<file path="config.mk">
export PLATFORM = sky130hd
export DESIGN_NAME = if_stage_fetch_unit
export DESIGN_NICKNAME = d
export VERILOG_FILES = /design/src/rtl/if_stage_fetch_unit.sv
export SDC_FILE = /design/constraint.sdc
export NUM_CORES = 1
export LEC_CHECK = 0
export ABC_AREA = 1
export ABC_CLOCK_PERIOD_IN_PS = 2450
export BUFFER_PORTS_ARGS = -buffer_cell sky130_fd_sc_hd__buf_2
export CORE_MARGIN = 3
export CORE_UTILIZATION = 42
export CTS_BUF_LIST = sky130_fd_sc_hd__clkbuf_4 sky130_fd_sc_hd__clkbuf_8 sky130_fd_sc_hd__clkbuf_16
export CTS_CLUSTER_SIZE = 14
export DETAILED_ROUTE_END_ITERATION = 8
export GPL_TIMING_DRIVEN = 0
export PLACE_DENSITY = 0.64
export RECOVER_POWER = 50
export SYNTH_ARGS = -nofsm -noshare
export SYNTH_HDL_FRONTEND = slang
export SYNTH_SLANG_ARGS = --single-unit
export TNS_END_PERCENT = 20
</file>
<file path="constraint.sdc">
create_clock -name clk -period 2.45 [get_ports clk]
set_clock_uncertainty 0.1 [all_clocks]
set_input_delay 0.245 -clock clk [delete_from_list [all_inputs] [get_ports clk]]
set_output_delay 0.245 -clock clk [all_outputs]
set_load 0.005 [all_outputs]
</file>
<file path="src/rtl/if_stage_fetch_unit.sv">
// Instruction-fetch stage with IF/ID pipeline register, one-entry skid buffer
// for freeze, branch redirect and a retired-fetch counter.
module if_stage_fetch_unit #(
    parameter int unsigned ADDR_W = 32,
    parameter int unsigned DATA_W = 32,
    parameter logic [ADDR_W-1:0] RESET_PC = '0,
    parameter int unsigned PC_STEP = 4,
    parameter int unsigned CNT_W = 32
) (
    input  logic              clk,
    input  logic              rst,
    input  logic              freeze,
    input  logic              branch_taken,
    input  logic [ADDR_W-1:0] branch_addr,
    output logic              imem_req,
    output logic [ADDR_W-1:0] imem_addr,
    input  logic [DATA_W-1:0] imem_rdata,
    input  logic              imem_ready,
    output logic [ADDR_W-1:0] if_id_pc,
    output logic [DATA_W-1:0] if_id_instr,
    output logic              if_id_valid,
    output logic [CNT_W-1:0]  fetch_count
);

    typedef enum logic [1:0] {
        S_REDIR = 2'd0,
        S_REQ   = 2'd1,
        S_HOLD  = 2'd2
    } state_t;

    state_t            state;
    logic [ADDR_W-1:0] pc;
    logic [ADDR_W-1:0] pc_inc;
    logic [ADDR_W-1:0] buf_pc;
    logic [DATA_W-1:0] buf_instr;
    logic              buf_valid;

    assign pc_inc    = pc + ADDR_W'(PC_STEP);
    assign imem_addr = pc;

    // imem_req is registered alongside the state so it is a clean Moore output
    always_ff @(posedge clk or negedge rst) begin
        if (!rst) begin
            state       <= S_REDIR;
            pc          <= RESET_PC;
            imem_req    <= 1'b0;
            if_id_pc    <= '0;
            if_id_instr <= '0;
            if_id_valid <= 1'b0;
            fetch_count <= '0;
            buf_pc      <= '0;
            buf_instr   <= '0;
            buf_valid   <= 1'b0;
        end else if (branch_taken) begin
            // Redirect wins over freeze and any data returning this cycle
            pc          <= branch_addr;
            if_id_valid <= 1'b0;
            if_id_instr <= '0;
            buf_valid   <= 1'b0;
            state       <= S_REDIR;
            imem_req    <= 1'b0;
        end else begin
            case (state)
                S_REDIR: begin
                    if (!freeze) begin
                        if_id_valid <= 1'b0;
                    end
                    state    <= S_REQ;
                    imem_req <= 1'b1;
                end
                S_REQ: begin
                    if (imem_ready) begin
                        pc <= pc_inc;
                        if (freeze) begin
                            buf_pc    <= pc_inc;
                            buf_instr <= imem_rdata;
                            buf_valid <= 1'b1;
                            state     <= S_HOLD;
                            imem_req  <= 1'b0;
                        end else begin
                            if_id_pc    <= pc_inc;
                            if_id_instr <= imem_rdata;
                            if_id_valid <= 1'b1;
                            fetch_count <= fetch_count + CNT_W'(1);
                        end
                    end else if (!freeze) begin
                        if_id_valid <= 1'b0;
                    end
                end
                S_HOLD: begin
                    if (!freeze) begin
                        if_id_pc    <= buf_pc;
                        if_id_instr <= buf_instr;
                        if_id_valid <= buf_valid;
                        if (buf_valid) begin
                            fetch_count <= fetch_count + CNT_W'(1);
                        end
                        buf_valid <= 1'b0;
                        state     <= S_REQ;
                        imem_req  <= 1'b1;
                    end
                end
                default: begin
                    state    <= S_REDIR;
                    imem_req <= 1'b0;
                end
            endcase
        end
    end

endmodule

</file>
## Word level (Yosys, flattened, before mapping)

Index checks and enable logic that the tools add are counted.

- Add/sub/neg operators: 2
- Multipliers: 0
- Divide/modulo/power cells: 0
- $lt $le $gt $ge: 0
- Equality and inequality tests: 11
- Shifts and indexed selects: 0
- Muxes and demuxes: 37
- Bitwise operators: 1
- Reduce and logical (&&, ||, !) cells: 14

Operators with widths:

| kind | count |
|---|---|
| two-way mux 32 bit | 14 |
| one-hot mux 32 bit (2 select lines) | 3 |
| adder 32 x 1 -> 32 bit, second input constant | 1 |
| adder 32 x 3 -> 32 bit, second input constant | 1 |
| two-way mux 1 bit | 12 |
| != test 3 bit, second input constant | 4 |
| AND reduction 4 bit | 3 |
| two-way mux 2 bit | 4 |
| != test 2 bit, second input constant | 4 |
| one-hot mux 1 bit (3 select lines) | 2 |
| one-hot mux 2 bit (3 select lines) | 1 |
| AND reduction 3 bit | 2 |
| AND reduction 6 bit | 1 |
| nonzero test 2 bit | 3 |
| AND reduction 5 bit | 1 |
| != test 4 bit, second input constant | 1 |
| nonzero test 4 bit | 1 |
| nonzero test 3 bit | 1 |
| equality test 2 x 1 -> 1 bit, second input constant | 1 |
| equality test 2 bit, second input constant | 1 |
| logical NOT 2 bit | 1 |
| one-hot mux 1 bit (2 select lines) | 1 |
| AND reduction 2 bit | 1 |
| NOT 1 bit | 1 |

- Register bits: 197
- Bits in latches: 0
- RAM bits: 0
- Bits in read-only memories: 0
- Bits of input ports: 69
- Output and inout bits: 130
- Logic and storage cells: 75
- Memories kept: 0

## Logic depth before layout (Yosys ltp)

Gate-level depths: netlist of the first run.

- Word-level depth: 4
- Mapped depth: 12
- Gate-level depth less buffers: 12

## Least setup slack after synthesis of the first run

No wires, ideal clock.

- Kind: reg2reg
- Start point: register state[0]
- End point: register fetch_count[14]
- Library setup time: 117 ps
- Data arrival time: 1587 ps
- Required time: 2233 ps
- Setup slack: 647 ps
- Stages on the path, launching flop included: 12
- Path buffers: 2
- Clock period less this slack: 1803 ps
- Path through: dfrtp_1 inv_1 ha_1 nand2_1 nor2_2 nand2_4 inv_2 nand2_4 buf_6 buf_4 nand2_1 nand2_1

- Cells in the longest elaborated chain, start to end: 3
- Elaborated cells between the ends (all ways): 9
- Classes of those cells: eq/ne: 6; mux: 1; reduce/logical: 2

Ends and longest elaborated chain:

| item | RTL line | source |
|---|---|---|
| from (decl) | 31 | `state_t state;` |
| from (signal assigned) | 44 | `state <= S_REDIR;` |
| from (signal assigned) | 60 | `state <= S_REDIR;` |
| from (signal assigned) | 68 | `state <= S_REQ;` |
| equality test 2 bit / equality test 2 x 1 -> 1 bit (equally long branches) | 63 | `case (state)` |
| != test 2 bit (no line) / nonzero test 2 bit (equally long branches) | -- |  |
| AND reduction 6 bit (no line) | -- |  |
| to (signal assigned) | 84 | `fetch_count <= fetch_count + CNT_W'(1);` |
| to (signal assigned) | 96 | `fetch_count <= fetch_count + CNT_W'(1);` |
| to (decl) | 22 | `output logic [CNT_W-1:0] fetch_count` |

Several ways; a longest one is shown, not always the timed one.
A chain may end at the register's enable or synchronous reset.

## Worst setup path in the final report of the first run

- Start point: register state[1]
- End point: register pc[26] (netlist: imem_addr[26])

- Cells in the longest elaborated chain, start to end: 3

Ends and longest elaborated chain:

| item | RTL line | source |
|---|---|---|
| equality test 2 x 1 -> 1 bit | 63 |  |
| nonzero test 2 bit (no line) | -- |  |
| AND reduction 2 bit (no line) | -- |  |
| to (signal assigned) | 56 | `pc <= branch_addr;` |
| to (signal assigned) | 73 | `pc <= pc_inc;` |
| to (decl) | 32 | `logic [ADDR_W-1:0] pc;` |

Every way passes these cells.

==> flow_metrics.env, run 1 <==
export IMPL_final_fill_count=2344
export IMPL_detail_route_wirelength_mm=32.3
export IMPL_timing_hold_violations_final=0
export IMPL_grt_overflow_total=0
export IMPL_vdd_drop_max_mv=0.493
export IMPL_coreArea_um2=23500
export IMPL_rsz0062_at_grt="true"
export IMPL_synth_net_count=1465
export IMPL_worst_r2r_startpoint="state[1]"
export IMPL_report_final_slew_viol_count=0
export IMPL_floorplan_die_area_um2=26000
export IMPL_wl_per_cell_um=16.1
export IMPL_worst_hold_path_type="in -> reg"
export IMPL_cts_htree_levels=4
export IMPL_finalSetupViolCount=0
export IMPL_regToRegSetupSlack_ns=0.16
export IMPL_detail_route_vias_per_cell=5.08
export IMPL_grt_util_met3_pct=4.10
export IMPL_worst_ep_required_time_ns=2.72
export IMPL_clock_fmax_ghz=0.437
export IMPL_antenna_diode_count=0
export IMPL_use_met1_pct=34.7
export IMPL_timing_reg2reg_worst_path_depth=7
export IMPL_fraction_of_registers_with_async_set_reset_pct=100
export IMPL_relSlewSlack_pct=21.2
export IMPL_cts_inserted_buffers=17
export IMPL_cp_slowest_cell="sky130_fd_sc_hd__clkbuf_1"
export IMPL_first_global_vias=9901
export IMPL_synth_edff_count=0
export IMPL_worst_path_largest_cell_delay_ns=0.60
export IMPL_clk_root_buffer_cell="sky130_fd_sc_hd__clkbuf_16"
export IMPL_dr_pass1_iters=5
export IMPL_detailedRoute_firstIterationViolations=740
export IMPL_start_util_pct=43.0
export IMPL_max_cap_viol_count=0
export IMPL_crit_path_end_kind="flop"
export IMPL_io_count=199
export IMPL_critical_path_startpoint_type="flop"
export IMPL_antenna_left=0
export IMPL_ys_ff_latch=196
export IMPL_drive_above_1_share_pct=14.2
export IMPL_crit_reg2reg_capture="imem_addr[26]"
export IMPL_layout_nets=1747
export IMPL_cts_root_to_sink_buffers=2
export IMPL_yosys_warnings=0
export IMPL_finalCriticalPeriod_ns=2.29
export IMPL_power_total_mw=12.4
export IMPL_maximum_number_of_pins_on_one_net_before_global_route_repair=116
export IMPL_dp_hpwl_mm=23.3
export IMPL_die_width_um=161
export IMPL_area_of_the_mapped_netlist_um2=10100
export IMPL_layout_worst_path_cycle_share_pct=93.4
export IMPL_multi_input_area_um2=4640
export IMPL_area_growth_pct=25.8
export IMPL_synth_flop_cell="sky130_fd_sc_hd__dfrtp_1"
export IMPL_grt_antenna_before_repair=0
export IMPL_clk_latency_ns=0.43
export IMPL_drcViolationCount=0
export IMPL_finalHoldWorstSlack_ns=0.0694
export IMPL_synth_seq_area_share_pct=48.5
export IMPL_worst_slew_pin_tran_ns=1.18
export IMPL_cts_reportedPaths_clkPinSlew_ns=0.08
export IMPL_ff_latch_area_um2=4900
export IMPL_cts_tree="done"
export IMPL_worst_setup_path_endpoint="imem_addr[26]"
export IMPL_crit_path_frequent_cell="sky130_fd_sc_hd__nand3_1"
export IMPL_launch_point_of_the_worst_path="state[1]"
export IMPL_crit_type="reg -> reg"
export IMPL_clkSinkCount=196
export IMPL_place_port_buffers=198
export IMPL_cp_cell_sequence="inv_1 > ha_1 > nand2_1 > nor2_2 > clkbuf_1 > nand3_1 > nand3_1"
export IMPL_globalRoute_busiestLayer="met2"
export IMPL_power_density_cell_area_nw_per_um2=973
export IMPL_cp_arrival_ns=2.56
export IMPL_first_pass_grt_wire_length_mm=52.0
export IMPL_syn_instance_count=1390
export IMPL_synthDistinctLibCells=36
export IMPL_num_vias=10182
export IMPL_leakagePower_nw=6.30
export IMPL_gr_usage_met2_pct=41.2
export IMPL_die_h_um=161
export IMPL_routabilityCongestion=0.971
export IMPL_critical_path_max_fanout=10
export IMPL_grt_usage_pct=25.1
export IMPL_run_status="finished clean"
export IMPL_row_count=56
export IMPL_synth_area_per_cell_um2=7.28
[sequential cells by signal (all words and copies together) (netlist names)]
signal       cells
imem_addr       32
if_id_valid      1
buf_valid        1
buf_instr       32
buf_pc          32
state            2
if_id_instr     32
fetch_count     32
if_id_pc        32
[timing repair]
item | CTS | global route
hold buffers | 64 | 0
setup endpoints to repair | 0 | 21
gates resized for setup | 0 | 6
hold endpoints to repair | 144 | 0
buffers inserted | 0 | 0
[stage by stage]
stage | utilization (%) | TNS (ns) | cell area [um2] | worst slack (ns) | cells
4_1_cts | 54.4 | 0 | 12800 | 0.0679 | 2004
6_report | 54.1 | 0 | 12700 | 0.162 | 2004
2_1_floorplan | - | 0 | 10100 | 0.647 | 1390
3_5_place_dp | 49.0 | 0 | 11500 | 0.0956 | 1908
5_1_grt | 54.1 | -0.0635 | 12700 | -0.0186 | 2004
3_3_place_gp | 48.9 | -470.07 | 11500 | -2.42 | 1907
[worst min path at each step]
stage | startpoint | endpoint | slack, ns | depth (start not counted)
after detailed placement | rst | if_id_pc[20] | 0.18 | 1
after global routing | branch_addr[17] | imem_addr[17] | 0.05 | 4
final | branch_addr[17] | imem_addr[17] | 0.07 | 4
after global placement | branch_addr[1] | imem_addr[1] | 0.35 | 3
after floorplan | rst | buf_instr[0] | -0.15 | 0
after CTS | branch_addr[17] | imem_addr[17] | 0.05 | 4
[routing by layer]
metal	vias to the layer above	routed length, um	share of wire (%)
li1	4967	-	-
met1	4876	14700	46
met2	294	15100	47
met3	45	1860	5.8
met4	0	599	1.9
met5	-	0	0
[power by group]
part,switching [mW],internal (mW)
Clock,1.45,1.48
Combinational,2.57,1.60
Sequential,0.841,4.45
Total,4.86,7.52
[placed cells by master (no fill, tap or decap), drive strengths merged]
cell type	instances
a21oi	58
nor3	1
a31oi	6
o21ai	94
clkinv	10
o221ai	1
clkbuf	94
o21bai	1
o21a	3
a22oi	1
nor2	220
o22ai	2
ha	6
buf	181
o211ai	15
xor2	15
nand4	3
nand3	71
xnor2	4
nand3b	12
dfrtp	196
inv	83
and2	3
nand2	538
bufinv	1
dlygate4sd3	64
a21o	2
[cell families (layout without fill, tap and decap cells)]
group           count (synthesis)  in the layout  synth area share (%)
fa+ha+maj                       6              6                 0.742
flops                         196            196                  48.5
xor+xnor                       19             19                  1.64
buf+inv                       138            433                  5.70
compound gates                183            183                  9.86
simple gates                  848            848                  33.6
[final cells by class]
type | instances | share of cell area (%)
flip-flops and latches | 196 | 38.5
multi-input cells | 1056 | 36.4
repair buffers | 263 | 12.5
clock buffers | 17 | 3.34
well taps | 319 | 3.14
inverters | 79 | 2.33
plain buffers | 59 | 2.25
clock inverters | 15 | 1.51
[Yosys cell counts (2+ instances only)]
| master | n | area share, % |
|---|---|---|
| sky130_fd_sc_hd__xnor2_1 | 4 | 0.35 |
| sky130_fd_sc_hd__a31oi_1 | 6 | 0.37 |
| sky130_fd_sc_hd__buf_1 | 5 | 0.19 |
| sky130_fd_sc_hd__and2_1 | 2 | 0.12 |
| sky130_fd_sc_hd__inv_1 | 73 | 2.7 |
| sky130_fd_sc_hd__a21oi_1 | 58 | 2.9 |
| sky130_fd_sc_hd__buf_4 | 6 | 0.45 |
| sky130_fd_sc_hd__xor2_1 | 15 | 1.3 |
| sky130_fd_sc_hd__clkbuf_1 | 24 | 0.89 |
| sky130_fd_sc_hd__o211ai_1 | 15 | 1.1 |
| sky130_fd_sc_hd__nand3_1 | 71 | 3.5 |
| sky130_fd_sc_hd__buf_2 | 23 | 1.1 |
| sky130_fd_sc_hd__nor2_2 | 8 | 0.49 |
| sky130_fd_sc_hd__nand3b_1 | 12 | 0.89 |
| sky130_fd_sc_hd__nand2_2 | 2 | 0.12 |
| sky130_fd_sc_hd__dfrtp_1 | 196 | 48 |
| sky130_fd_sc_hd__nand2_4 | 2 | 0.22 |
| sky130_fd_sc_hd__inv_2 | 5 | 0.19 |
| sky130_fd_sc_hd__o21ai_1 | 7 | 0.35 |
| sky130_fd_sc_hd__a21o_1 | 2 | 0.15 |
| sky130_fd_sc_hd__nand4_1 | 3 | 0.19 |
| sky130_fd_sc_hd__o21a_1 | 3 | 0.22 |
| sky130_fd_sc_hd__o22ai_1 | 2 | 0.12 |
| sky130_fd_sc_hd__nand2_1 | 534 | 20 |
| sky130_fd_sc_hd__ha_1 | 6 | 0.74 |
| sky130_fd_sc_hd__nor2_4 | 3 | 0.33 |
| sky130_fd_sc_hd__o21ai_0 | 86 | 4.3 |
| sky130_fd_sc_hd__nor2_1 | 209 | 7.8 |
[worst max-delay path: cells and delay by family (launching register included)]
family | cells | cell delay [ns]
buf+inv | 2 | 0.71
fa+ha+maj | 1 | 0.26
simple gates | 4 | 0.74
flops | 1 | 0.41
Power figures use the tool's default switching activity.
==> run 2, diff against run 1 <==
--- a/config.mk
+++ b/config.mk
@@ -5,7 +5,6 @@
 export SDC_FILE = /design/constraint.sdc
 export NUM_CORES = 1
 export LEC_CHECK = 0
-export ABC_AREA = 1
 export ABC_CLOCK_PERIOD_IN_PS = 2450
 export BUFFER_PORTS_ARGS = -buffer_cell sky130_fd_sc_hd__buf_2
 export CORE_MARGIN = 3
==> flow_metrics.env, run 2 <==
export IMPL_run_status="finished clean"
export IMPL_detail_route_vias_per_cell=5.27
export IMPL_crit_type="reg -> reg"
export IMPL_most_numerous_cell_in_the_yosys_netlist="sky130_fd_sc_hd__dfrtp_1"
export IMPL_worst_path_largest_cell_delay_ns=0.53
export IMPL_maximum_number_of_pins_on_one_net_before_global_route_repair=118
export IMPL_syn_instance_count=911
export IMPL_critical_path_max_fanout=7
export IMPL_synthDistinctLibCells=52
export IMPL_place_port_buffers=197
export IMPL_timing_hold_violations_final=0
export IMPL_synth_edff_count=0
export IMPL_synthXorXnorAreaFrac_pct=7.62
export IMPL_final_fill_count=1997
export IMPL_synth_largest_area_cell="sky130_fd_sc_hd__dfrtp_1"
export IMPL_synth_area_per_cell_um2=10.4
export IMPL_compound_gate_fraction_of_synth_area_pct=9.82
export IMPL_worst_r2r_startpoint="imem_addr[10]"
export IMPL_timing_reg2reg_worst_path_depth=6
export IMPL_drive_above_1_share_pct=21.0
export IMPL_p_sw_mw=3.79
export IMPL_report_final_slew_viol_count=0
export IMPL_setup_tns_ns=0
export IMPL_detailedRoute_firstIterationViolations=365
export IMPL_layout_worst_path_cycle_share_pct=96.5
export IMPL_coreArea_um2=22000
export IMPL_min_path_cells=4
export IMPL_crit_path_end_kind="flop"
export IMPL_critical_path_startpoint_type="flop"
export IMPL_num_vias=7843
export IMPL_power_density_cell_area_nw_per_um2=892
export IMPL_finalSetupViolCount=0
export IMPL_area_growth_pct=27.7
export IMPL_leakagePower_nw=5.26
export IMPL_worstHoldStart="imem_ready"
export IMPL_layout_nets=1268
export IMPL_cts_htree_levels=4
export IMPL_hold_end="state[0]"
export IMPL_vdd_drop_max_mv=0.518
export IMPL_crit_reg2reg_capture="if_id_pc[23]"
export IMPL_synth_top_family_by_area="simple AND/OR/NAND/NOR gates"
export IMPL_routabilityCongestion=0.857
export IMPL_yosys_mux_area_fraction_pct=9.16
export IMPL_cellInternalPower_mw=6.95
export IMPL_cp_slowest_cell="sky130_fd_sc_hd__nor4_4"
export IMPL_finalHoldWorstSlack_ns=0.182
export IMPL_mostFrequentLayoutCells="195 x sky130_fd_sc_hd__dfrtp_1, 145 x sky130_fd_sc_hd__nand2_1, 125 x sky130_fd_sc_hd__buf_2"
export IMPL_synth_simple_gate_area_share_pct=17.3
export IMPL_synth_area_leaders="sky130_fd_sc_hd__dfrtp_1 52%, sky130_fd_sc_hd__nand2_1 5.8%, sky130_fd_sc_hd__mux2_2 5.0%"
export IMPL_share_seq_of_total_power_pct=44.7
export IMPL_cts_root_to_sink_buffers=2
export IMPL_row_count=54
export IMPL_floorplan_die_area_um2=24300
export IMPL_synth_adder_area_share_pct=0.796
export IMPL_rsz0062_at_grt="true"
export IMPL_wl_per_cell_um=18.3
export IMPL_worst_slew_pin_tran_ns=1.13
export IMPL_swShare_pct=35.3
export IMPL_regToRegSetupSlack_ns=0.08
export IMPL_dp_hpwl_mm=19.3
export IMPL_max_cap_viol_count=0
export IMPL_die_h_um=156
export IMPL_start_util_pct=42.9
export IMPL_cts_inserted_buffers=17
export IMPL_fraction_of_registers_with_async_set_reset_pct=100
export IMPL_io_count=199
export IMPL_power_combinational_fraction_pct=28.8
export IMPL_synth_top_area_share_pct=52.0
export IMPL_power_total_mw=10.7
export IMPL_worst_hold_path_type="in -> reg"
export IMPL_cts_tree="done"
export IMPL_synth_seq_area_share_pct=52.0
export IMPL_detail_route_wirelength_mm=27.1
export IMPL_dr_pass1_iters=5
export IMPL_finalCriticalPeriod_ns=2.37
export IMPL_share_clk_of_total_power_pct=26.5
export IMPL_cts_reportedPaths_clkPinSlew_ns=0.08
export IMPL_grt_usage_pct=22.7
export IMPL_grt_overflow_total=0
export IMPL_clkSinkCount=196
export IMPL_die_width_um=156
export IMPL_grt_antenna_before_repair=1
export IMPL_antenna_left=0
export IMPL_synth_flop_cell="sky130_fd_sc_hd__dfrtp_1"
export IMPL_synth_commonest_cells="196 x sky130_fd_sc_hd__dfrtp_1, 146 x sky130_fd_sc_hd__nand2_1, 68 x sky130_fd_sc_hd__o21ai_0, 44 x sky130_fd_sc_hd__xnor2_1, 42 x sky130_fd_sc_hd__mux2_2"
export IMPL_first_pass_grt_wire_length_mm=43.7
export IMPL_relSlewSlack_pct=24.5
export IMPL_first_global_vias=7999
export IMPL_worst_ep_required_time_ns=2.67
export IMPL_final_common_cell="sky130_fd_sc_hd__dfrtp_1"
export IMPL_cp_cell_sequence="clkbuf_1 > nand4_4 > nor4_4 > a21boi_0 > o311ai_2 > nand2_1"
export IMPL_area_of_the_mapped_netlist_um2=9430
export IMPL_synth_net_count=986
export IMPL_cp_arrival_ns=2.58
export IMPL_ys_ff_latch=196
export IMPL_clk_root_buffer_cell="sky130_fd_sc_hd__clkbuf_16"
export IMPL_clock_fmax_ghz=0.423
export IMPL_clk_latency_ns=0.44
export IMPL_yosys_warnings=0
export IMPL_drcViolationCount=0
-- run 2: cell count changes after synthesis, sizes merged, moves of 39 or more --
cell	delta
inv	-66
xnor2	+40
mux2i	+39
mux2	+42
a21oi	-47
nor2	-191
nand2	-392
-- run 2: cell type report --
class	instances	area, um2	share of cell area [%]
diodes	1	2.50	0.0208
plain buffers	62	284	2.36
clock buffers	17	425	3.53
clock inverters	15	180	1.50
inverters	12	45.0	0.374
multi-input cells	640	4290	35.7
flip-flops and latches	196	4910	40.7
well taps	280	350	2.91
repair buffers	264	1550	12.9
-- run 2: cells by family (layout without fill, tap and decap cells) --
family,after synthesis,in the layout
buffers and inverters,75,370
XOR/XNOR,82,82
other,0,1
flip-flops,196,196
AND/OR/NAND/NOR,319,319
AO/OA/AOI/OAI,152,152
adder cells (fa/ha/maj),6,6
multiplexers,81,81
-- run 2: what timing repair did --
item | CTS | global route
hold endpoints to repair | 143 | 0
endpoints found under the setup margin | 121 | 120
hold buffers | 65 | 0
pin swaps | 1 | 3
buffers inserted | 0 | 1
resized for setup | 23 | 17
-- run 2: routing by layer --
metal / vias to the layer above / share of wire, % / global-route usage, %
met5: - / 0 / 0
met4: 0 / 2.2 / 6.39
met3: 37 / 6.0 / 5.63
met2: 216 / 46 / 36.1
met1: 3838 / 45 / 30.9
li1: 3752 / - / -
-- run 2: worst max-delay path by stage --
stage                        from               to  slack, ns  cells after the start
floorplan            imem_addr[2]     if_id_pc[28]       0.26                      7
global placement              rst    buf_instr[18]      -2.38                      1
detailed placement       state[0]   if_id_instr[3]      -0.41                      7
CTS                      state[0]  fetch_count[31]      -0.06                      7
global route        imem_addr[17]       buf_pc[24]      -0.06                      6
finish              imem_addr[10]     if_id_pc[23]       0.08                      6
-- run 2: metrics by stage --
stage	cells	setup slack, ns	instance area [um2]	util (%)
6_report	1487	0.0846	12000	54.8
5_1_grt	1487	-0.0612	12000	54.8
4_1_cts	1486	-0.0574	12100	55.1
3_5_place_dp	1389	-0.411	10800	49.2
3_3_place_gp	1388	-2.38	10800	49.0
2_1_floorplan	911	0.265	9430	-
-- run 2: power groups by stage --
stage	Clock (mW)	Combinational, mW	Sequential, mW
3_3_place_gp	0	2.99	4.80
6_report	2.85	3.09	4.81
3_5_place_dp	0	3.06	4.85
2_1_floorplan	0	1.82	4.78
5_1_grt	3.02	3.47	4.94
4_1_cts	2.89	3.18	4.79
-- run 2: worst max-delay path: cells and delay by family, from the launching register on --
| family | cells | cell delay (ns) |
|---|---|---|
| and+or+nand+nor | 3 | 0.87 |
| AOI/OAI and AO/OA | 2 | 0.62 |
| buffers and inverters | 1 | 0.30 |
| DFF | 1 | 0.34 |
